**src/rtl/linear_layer_start_fifo_ctrl.sv**
```systemverilog
// Start-token FIFO control for a shift-register store; a token is visible one cycle after its push, with no bypass.
// Backpressure comes from the registered if_full_n/if_empty_n flags; define START_FIFO_STATUS_EN to add usedw/err_sticky.
module linear_layer_start_fifo_ctrl #(
  parameter int ADDR_WIDTH = 1,
  parameter int DEPTH      = 2
) (
  input  logic                  clk,
  input  logic                  reset,
  input  logic                  if_write_ce,
  input  logic                  if_write,
  output logic                  if_full_n,
  input  logic                  if_read_ce,
  input  logic                  if_read,
  output logic                  if_empty_n,
  output logic                  sr_we,
`ifdef START_FIFO_STATUS_EN
  output logic [ADDR_WIDTH:0]   usedw,
  output logic                  err_sticky,
`endif
  output logic [ADDR_WIDTH-1:0] sr_addr
);

  typedef enum logic [1:0] {S_EMPTY, S_PARTIAL, S_FULL} state_t;

  localparam logic [ADDR_WIDTH:0] DEPTH_C = (ADDR_WIDTH+1)'(DEPTH);
  localparam logic [ADDR_WIDTH:0] ONE     = (ADDR_WIDTH+1)'(1);

  state_t                state;
  state_t                state_nxt;
  logic [ADDR_WIDTH:0]   cnt;
  logic [ADDR_WIDTH:0]   cnt_nxt;
  logic                  push;
  logic                  pop;
  logic                  empty_n_nxt;
  logic                  full_n_nxt;
  logic [ADDR_WIDTH-1:0] sr_addr_nxt;

  always_ff @(posedge clk) begin
    if (reset) state <= S_EMPTY;
    else       state <= state_nxt;
  end

  always_comb begin
    state_nxt = state;
    case (state)
      S_EMPTY:   if (push) state_nxt = S_PARTIAL;
      S_PARTIAL: begin
        if (push && !pop && cnt == DEPTH_C - ONE)  state_nxt = S_FULL;
        else if (pop && !push && cnt == ONE)        state_nxt = S_EMPTY;
      end
      S_FULL:    if (pop) state_nxt = S_PARTIAL;
      default:   state_nxt = S_EMPTY;
    endcase
  end

  // Handshakes use only the registered flags, so there is no combinational bypass.
  always_comb begin
    push        = if_write & if_write_ce & if_full_n;
    pop         = if_read & if_read_ce & if_empty_n;
    sr_we       = push & ~reset;
    cnt_nxt     = cnt;
    if (push && !pop)      cnt_nxt = cnt + ONE;
    else if (pop && !push) cnt_nxt = cnt - ONE;
    empty_n_nxt = (state_nxt != S_EMPTY);
    full_n_nxt  = (state_nxt != S_FULL);
    sr_addr_nxt = (cnt_nxt == '0) ? '0 : ADDR_WIDTH'(cnt_nxt - ONE);
  end

  always_ff @(posedge clk) begin
    if (reset) begin
      cnt        <= '0;
      if_empty_n <= 1'b0;
      if_full_n  <= 1'b1;
      sr_addr    <= '0;
    end else begin
      cnt        <= cnt_nxt;
      if_empty_n <= empty_n_nxt;
      if_full_n  <= full_n_nxt;
      sr_addr    <= sr_addr_nxt;
    end
  end

`ifdef START_FIFO_STATUS_EN
  assign usedw = cnt;

  always_ff @(posedge clk) begin
    if (reset)
      err_sticky <= 1'b0;
    else if ((if_write & if_write_ce & ~if_full_n) | (if_read & if_read_ce & ~if_empty_n))
      err_sticky <= 1'b1;
  end
`endif

endmodule

```
**config.mk**
```make
export PLATFORM = sky130hd
export DESIGN_NAME = linear_layer_start_fifo_ctrl
export DESIGN_NICKNAME = d
export VERILOG_FILES = /design/src/rtl/linear_layer_start_fifo_ctrl.sv
export SDC_FILE = /design/constraint.sdc
export NUM_CORES = 1
export LEC_CHECK = 0
export BUFFER_PORTS_ARGS = -buffer_cell sky130_fd_sc_hd__buf_2
export CORE_UTILIZATION = 25
export DETAILED_ROUTE_END_ITERATION = 8
export GPL_ROUTABILITY_DRIVEN = 0
export SYNTH_ARGS = -nofsm -noshare
export SYNTH_HDL_FRONTEND = slang
export SYNTH_SLANG_ARGS = --single-unit
```
**constraint.sdc**
```tcl
create_clock -name clk -period 1.18 [get_ports clk]
set_input_delay 0.236 -clock clk [delete_from_list [all_inputs] [get_ports clk]]
set_output_delay 0.236 -clock clk [all_outputs]
set_load 0.05 [all_outputs]
```
## After elaboration in Yosys (flattened, before gate mapping)

Cells that the tools add are included.

| word-level totals | value |
|---|---|
| register bits | 7 |
| latch bits | 0 |
| memory bits (writable) | 0 |
| memory bits (read-only) | 0 |
| output and inout port bits | 4 |
| logic and storage cells | 35 |
| memories kept | 0 |

| cells by class | value |
|---|---|
| $add $sub $neg | 3 |
| multiply operators | 0 |
| div/mod/pow operators | 0 |
| order comparisons | 0 |
| eq/ne operators | 4 |
| shift-type cells | 0 |
| mux-type cells | 7 |
| bitwise operators | 6 |
| reduce and logical (&&, ||, !) cells | 10 |

Operators by type and width:

| kind | count |
|---|---|
| two-way mux 2 bit | 6 |
| case mux 2 bit (3 select lines) | 1 |
| AND 1 bit | 5 |
| == test 2 x 1 -> 1 bit, second input constant | 2 |
| logical AND 1 bit | 4 |
| zero test 2 bit | 2 |
| adder 2 x 1 -> 2 bit, second input constant | 1 |
| == test 2 bit, second input constant | 1 |
| zero test 1 bit | 2 |
| != test 2 bit, second input constant | 1 |
| nonzero test 2 bit | 1 |
| OR reduction 2 bit | 1 |
| subtractor 2 x 1 -> 2 bit, second input constant | 1 |
| inverter 1 bit | 1 |
| subtractor 1 bit, second input constant | 1 |

## Logic depth before layout (Yosys ltp)

Gate-level depths: netlist of the first run.

| depth | value |
|---|---|
| word-level depth | 9 |
| gate-level depth with buffers | 6 |
| gate-level depth less buffers | 6 |

## Least setup slack after synthesis of the first run

OpenSTA, ideal clock, no wires.

| timing path | value |
|---|---|
| path kind | register to output |
| start | register if_full_n |
| end | output port sr_we |
| arrival | 1.585 ns |
| data required time | 0.944 ns |
| path slack | -0.641 ns |
| cell stages (with the launch flop) | 3 |
| path buffers | 0 |
| path through | dfxtp_1 > nand3_1 > nor2_1 |

| between the ends | value |
|---|---|
| longest elaborated chain between the ends | 2 |

RTL lines:

| item | line | source |
|---|---|---|
| start, declared | 11 | `output logic if_full_n,` |
| start signal, assigned | 78 | `if_full_n <= full_n_nxt;` |
| AND 1 bit | 58 | `push = if_write & if_write_ce & if_full_n;` |
| AND 1 bit | 60 | `sr_we = push & ~reset;` |
| end, declared | 15 | `output logic sr_we,` |

Every way passes these cells.

## Worst setup path after layout of the first run

| timing path | value |
|---|---|
| start | register cnt[1] |
| end | register sr_addr |

| between the ends | value |
|---|---|
| longest elaborated chain between the ends | 5 |

RTL lines:

| item | line | source |
|---|---|---|
| start, declared | 30 | `logic [ADDR_WIDTH:0] cnt;` |
| start signal, assigned | 76 | `cnt <= cnt_nxt;` |
| subtractor 2 x 1 -> 2 bit | 63 | `else if (pop && !push) cnt_nxt = cnt - ONE;` |
| two-way mux 2 bit | 63 |  |
| two-way mux 2 bit * | 62 | `if (push && !pop) cnt_nxt = cnt + ONE;` |
| zero test 2 bit * | 66 | `sr_addr_nxt = (cnt_nxt == '0) ? '0 : ADDR_WIDTH'(cnt_nxt - ONE);` |
| OR reduction 2 bit (no source line) * | n/a |  |
| end signal, assigned | 79 | `sr_addr <= sr_addr_nxt;` |
| end, declared | 20 | `output logic [ADDR_WIDTH-1:0] sr_addr` |

Mark *: on every way between the ends. The rest lies on a longest branch, timed or not.
A chain may end at the register's enable or synchronous reset.

==> results.md, run 1 <==
* Outcome: finished, violations left
* Failing checks: negative setup slack
* Critical Path RT at 1350 ps
* Worst EP arrival at 1350 ps
* Layout cells sized above 1 at 0.561
* Clock Pin Slew Worst Setup and Hold Paths at 50 ps
* CTS root buffer: clkbuf_4
* Grt total ovfl at 0
* Ant diodes at 0
* Area of the core at 0.00132 mm²
* Distinct cells, synth at 22
* Top_reg_cell synth: dfxtp_1
* Via Count at 353
* Achievable Freq at 845 MHz
* Clk sink count at 7
* Synth warn at 0
* CP startpoint kind: flop
* Cells along the critical path: inv_2 > ha_4 > mux2_4 > a211oi_2
* Post-synthesis net count at 46
* Detailed Place HPWL at 647 µm
* Number of max-cap violations at 0
* Total power at 0.000706 W
* Clk buf depth at 2
* Synthesized instance count at 39
* Post-synth EDFFs at 0
* I/O pins at 10
* Via density at 4.90
* Largest stage delay on the critical path at 330 ps
* Place WS at -19.2 ps
* Min Tclk post-route at 1180 ps
* Final setup fails at 1
* CTS tree: done
* Post-Place Cells at 67
* Drt first pass iters at 3
* Area grow syn2layout at 52.1%
* Kind of critical path: reg2reg
* Leak at 0.219 nW
* Vias in the first global route at 341
* Clock Latency Late Sink at 250 ps
* DR DRC count at 0
* Syn Std Cell Area at 358 µm²
* Number of port buffers at 9
* First-pass GRT wire length at 1380 µm
* Part of the cycle the worst path needs at 1.00
* Die Width at 39.8 µm
* Post-route insts no fill at 72
* Filler cells at 143
* DR iter-0 viols at 3
* Die area at 0.00159 mm²
* Sequential-to-total area share from yosys stat at 0.392
* Core Rows at 13
* CP max-delay cell: dfxtp_2
* Max transition margin at 0.813
* Routed WL per cell at 11.8 µm
* Worst min path class: in2reg
* CTS Buf Count at 3
* Initial antenna violation count at 0
* Total GRT Usage at 0.141
* Ys async rst share at 0
* Final #Nets at 65
* Register bit total from synthesis at 7
* Pin count of the biggest net entering global routing at 8
* Final wirelength at 846 µm
* Worst Hold Margin at 338 ps
* Worst Max-Slew Pin Slew at 278 ps
* Fin. max-slew vios at 0
* Chip height at 39.8 µm
* RSZ-0062 raised after global routing: yes
* Final Hold Viols at 0
* Starting Density at 0.272
* Layout Skew at 3.90 ps
* Power per cell area at 1300 mW/mm²
* H-tree levels at 1
* Worst-path fanout max at 2
* Worst setup margin at -2.85 ps
* Max rail drop VDD at 0.000570 V
* CP endpoint kind: flop
* Mean area per synthesized cell at 9.18 µm²
* Post-route ant nets at 0
[metrics by stage]
stage / TNS (ps) / cell area, µm² / util
after global routing: -107 / 544 / 0.413
after floorplan: -41.7 / 390 / -
after detailed placement: -19.2 / 484 / 0.368
final: -2.85 / 544 / 0.413
after CTS: -7.43 / 542 / 0.411
after global placement: 0 / 484 / 0.368
[cell type report]
| class | count | area (µm²) | share of cell area |
|---|---|---|---|
| Inverter | 2 | 7.51 | 0.0138 |
| Multi-Input combinational cell | 30 | 254 | 0.467 |
| Clock buffer | 4 | 26.3 | 0.0483 |
| Sequential cell | 7 | 149 | 0.274 |
| Timing Repair Buffer | 14 | 88.8 | 0.163 |
| Tap cell | 15 | 18.8 | 0.0345 |
[worst paths after layout]
path / from / end / slack [ps] / depth (start not counted)
max: cnt[1]$_SDFF_PP0_ / sr_addr$_SDFF_PP0_ / -3 / 4
min: reset / cnt[1]$_SDFF_PP0_ / 340 / 3
max reg2reg: cnt[1]$_SDFF_PP0_ / sr_addr$_SDFF_PP0_ / -3 / 4
min reg2reg: state[1]$_SDFF_PP0_ / if_empty_n$_SDFF_PP0_ / 570 / 1
[worst max-delay path: cells and delay by family, from the launching register on]
kind,cells,cell delay (ps)
AO/OA/AOI/OAI,1,180
adder cells (fa/ha/maj),1,260
buffers and inverters,1,40
flip-flops,1,330
multiplexers,1,290
[routing by layer]
metal	global-route usage	wire length [µm]	vias to the layer above
met5	0	0	-
met1	0.135	391	161
li1	-	-	182
met4	0.0776	0	0
met3	0.0682	49	0
met2	0.242	405	10
[cell families after synthesis]
| group | Yosys count | synth area share |
|---|---|---|
| AND/OR/NAND/NOR | 15 | 0.238 |
| AO/OA/AOI/OAI | 13 | 0.273 |
| flip-flops | 7 | 0.392 |
| buffers and inverters | 2 | 0.0210 |
| multiplexers | 1 | 0.0419 |
| adder cells (fa/ha/maj) | 1 | 0.0350 |
[synthesized netlist by cell type, drive strengths merged, types with 2 or more instances]
cell | n | area, µm²
dfxtp | 7 | 140
a211oi | 5 | 42.5
nand2 | 5 | 28.8
nand3 | 3 | 15.0
nor2 | 3 | 11.3
and3 | 2 | 18.8
inv | 2 | 7.51
o21ai | 2 | 10.0
[flip-flops by register name, summed over array words and instances (netlist names)]
register and cells:
cnt 2, state 2, if_empty_n 1, if_full_n 1
sr_addr 1
[report_power, final]
part	internal, W	switching [W]	leakage (nW)
registers	0.000257	0.0000160	0.0583
clock network	0.000129	0.0000938	0.0150
logic	0.000103	0.000107	0.146
[layout by cell type, fill, tap and decap left out, types with 2 or more instances in the layout]
| master | synthesis | routed |
|---|---|---|
| a211oi_1 | 4 | 4 |
| and3_4 | 1 | 2 |
| buf_2 | 0 | 8 |
| buf_4 | 0 | 5 |
| clkbuf_4 | 0 | 3 |
| dfxtp_1 | 7 | 4 |
| dfxtp_4 | 0 | 2 |
| nand2_1 | 3 | 3 |
| nand2_4 | 1 | 2 |
| nand3_1 | 3 | 2 |
| o21ai_0 | 2 | 2 |
[timing repair]
| item | in CTS | in global routing |
|---|---|---|
| hold buffers | 0 | 0 |
| endpoints found under the setup margin | 2 | 3 |
| buffers inserted | 1 | 0 |
| resized for setup | 7 | 1 |
| pin swaps | 1 | 0 |
Note: power is estimated with default switching activity, not from simulation.
==> run 2: changes to the inputs <==
Settings changed: CELL_PAD_IN_SITES_DETAIL_PLACEMENT set to 0, CELL_PAD_IN_SITES_GLOBAL_PLACEMENT set to 1, PLACE_DENSITY_LB_ADDON set to 0.1, REMOVE_ABC_BUFFERS set to 1.
==> results.md, run 2 (synthesis gave the netlist of run 1 again) <==
* Most frequent cells in the layout: buf_2 (8), buf_4 (6), a211oi_1 (4), dfxtp_1 (4)
* Hold Crit Start: reset
* Reg-to-reg critical path endpoint: sr_addr$_SDFF_PP0_
* Register-to-Register Path Depth at 4
* CP endpoint kind: output port
* Post-layout util at 0.397
* Filler cells at 131
* Via density at 4.82
* CP Depth at 3
* First-pass GRT wire length at 1440 µm
* Die area at 0.00159 mm²
* Critical Path RT at 940 ps
* Part of the cycle the worst path needs at 0.998
* Grt total ovfl at 0
* Layout Skew at 1.32 ps
* Final Hold Viols at 0
* Die Width at 39.8 µm
* CTS root buffer: clkbuf_4
* Worst-path fanout max at 3
* DR DRC count at 0
* Min Tclk post-route at 1180 ps
* Layout cells sized above 1 at 0.552
* Worst EP arrival at 940 ps
* Initial antenna violation count at 0
* Worst Setup SP: if_full_n$_SDFF_PP1_
* H-tree levels at 1
* CTS Buf Count at 3
* Crit path buf inv count at 1
* CP max-delay cell: dfxtp_2
* Worst Hold Margin at 264 ps
* Drt first pass iters at 4
* Worst reg2reg setup slack at 20 ps
* Worst reg2reg startpoint: cnt[1]$_SDFF_PP0_
* Worst path top cell family by delay: flip-flops
* Routed WL per cell at 11.8 µm
* Most common cell after layout, fill and taps aside: buf_2
* Number of max-cap violations at 0
* Post-Place Cells at 68
* Area of the core at 0.00132 mm²
* Total power at 0.000699 W
* Final #Nets at 66
* Post-route design area at 523 µm²
* Achievable Freq at 849 MHz
* Vias in the first global route at 347
* Largest stage delay on the critical path at 340 ps
* Pin count of the biggest net entering global routing at 8
* Chip height at 39.8 µm
* Kind of critical path: reg2out
* Clock Pin Slew Worst Setup and Hold Paths at 50 ps
* Max rail drop VDD at 0.000484 V
* Worst Max-Slew Pin Slew at 232 ps
* Biggest regs: cnt x2, state x2
* Via Count at 352
* Cells along the critical path: nand3_2 > nor2_2 > buf_6
* Multi-input gate area at 230 µm²
* Max transition margin at 0.844
* Power per cell area at 1340 mW/mm²
* Clk buf depth at 2
* FF/Latch Area at 144 µm²
* Starting Density at 0.272
* Clk sink count at 7
* Clock Latency Late Sink at 250 ps
* Core Rows at 13
* Cell Area, Placed at 459 µm²
* Leak at 0.221 nW
* CP startpoint kind: flop
* Fin. max-slew vios at 0
* Hold Path Cell Cnt at 2
* Post-route insts no fill at 73
* I/O pins at 10
* Worst min path class: in2reg
* Number of port buffers at 9
* Final wirelength at 863 µm
* Area grow syn2layout at 46.2%
* Total GRT Usage at 0.142
* CTS Hold Buffers Added at 0
* CTS tree: done
* DR iter-0 viols at 4
* Worst hold endpoint: sr_addr$_SDFF_PP0_
* Detailed Place HPWL at 607 µm
* Outcome: completed
* Post-route ant nets at 0
* Ant diodes at 0
* RSZ-0062 raised after global routing: yes
* Final setup fails at 0
-- run 2: cell types whose count changed in the layout (fill, tap and decap cells not counted) --
cell | before | now
nand3_2 | 0 | 1
nor2_4 | 1 | 0
and3_2 | 0 | 1
dfxtp_4 | 2 | 0
nand2_4 | 2 | 1
buf_4 | 5 | 6
nand3_4 | 1 | 0
nor2_1 | 1 | 2
and3_4 | 2 | 1
dfxtp_2 | 1 | 3
nand2_2 | 0 | 1
-- run 2: power by group --
part           switching [W]  internal (W)  leakage, nW
logic               0.000102     0.0000999        0.148
registers          0.0000161      0.000260       0.0576
clock network      0.0000920      0.000129       0.0150
total               0.000210      0.000489        0.221
-- run 2: worst max-delay path by stage --
stage | endpoint | slack, ps
after floorplan | sr_we | -640
final | sr_we | 2
after CTS | sr_addr$_SDFF_PP0_ | 0.2
after global routing | sr_we | -40
after global placement | sr_addr$_SDFF_PP0_ | -30
after detailed placement | sr_addr$_SDFF_PP0_ | -60
-- run 2: area by class of cell --
class | instances | area share
well taps | 15 | 0.0359
flip-flops and latches | 7 | 0.275
inverters | 2 | 0.0144
clock buffers | 4 | 0.0502
repair buffers | 15 | 0.184
multi-input cells | 30 | 0.440
-- run 2: routing by layer --
metal  up-vias  track usage  wire length, µm  share of wire
li1        186            -                -              -
met1       156        0.172              407           0.47
met2        10        0.225              410           0.48
met3         0       0.0341               44          0.051
met4         0       0.0776                0              0
met5         -            0                0              0
-- run 2: per-stage QoR --
stage | setup WS, ps | TNS (ps)
finish | 1.78 | 0
detailed placement | -59.9 | -59.9
global placement | -30.4 | -30.4
floorplan | -641 | -1970
CTS | 0.164 | 0
global route | -40.5 | -84.6
-- run 2: timing repair --
item / CTS / global route
setup endpoints to repair: 3 / 3
pin swaps: 2 / 1
gates resized for setup: 7 / 2
buffers inserted: 1 / 0
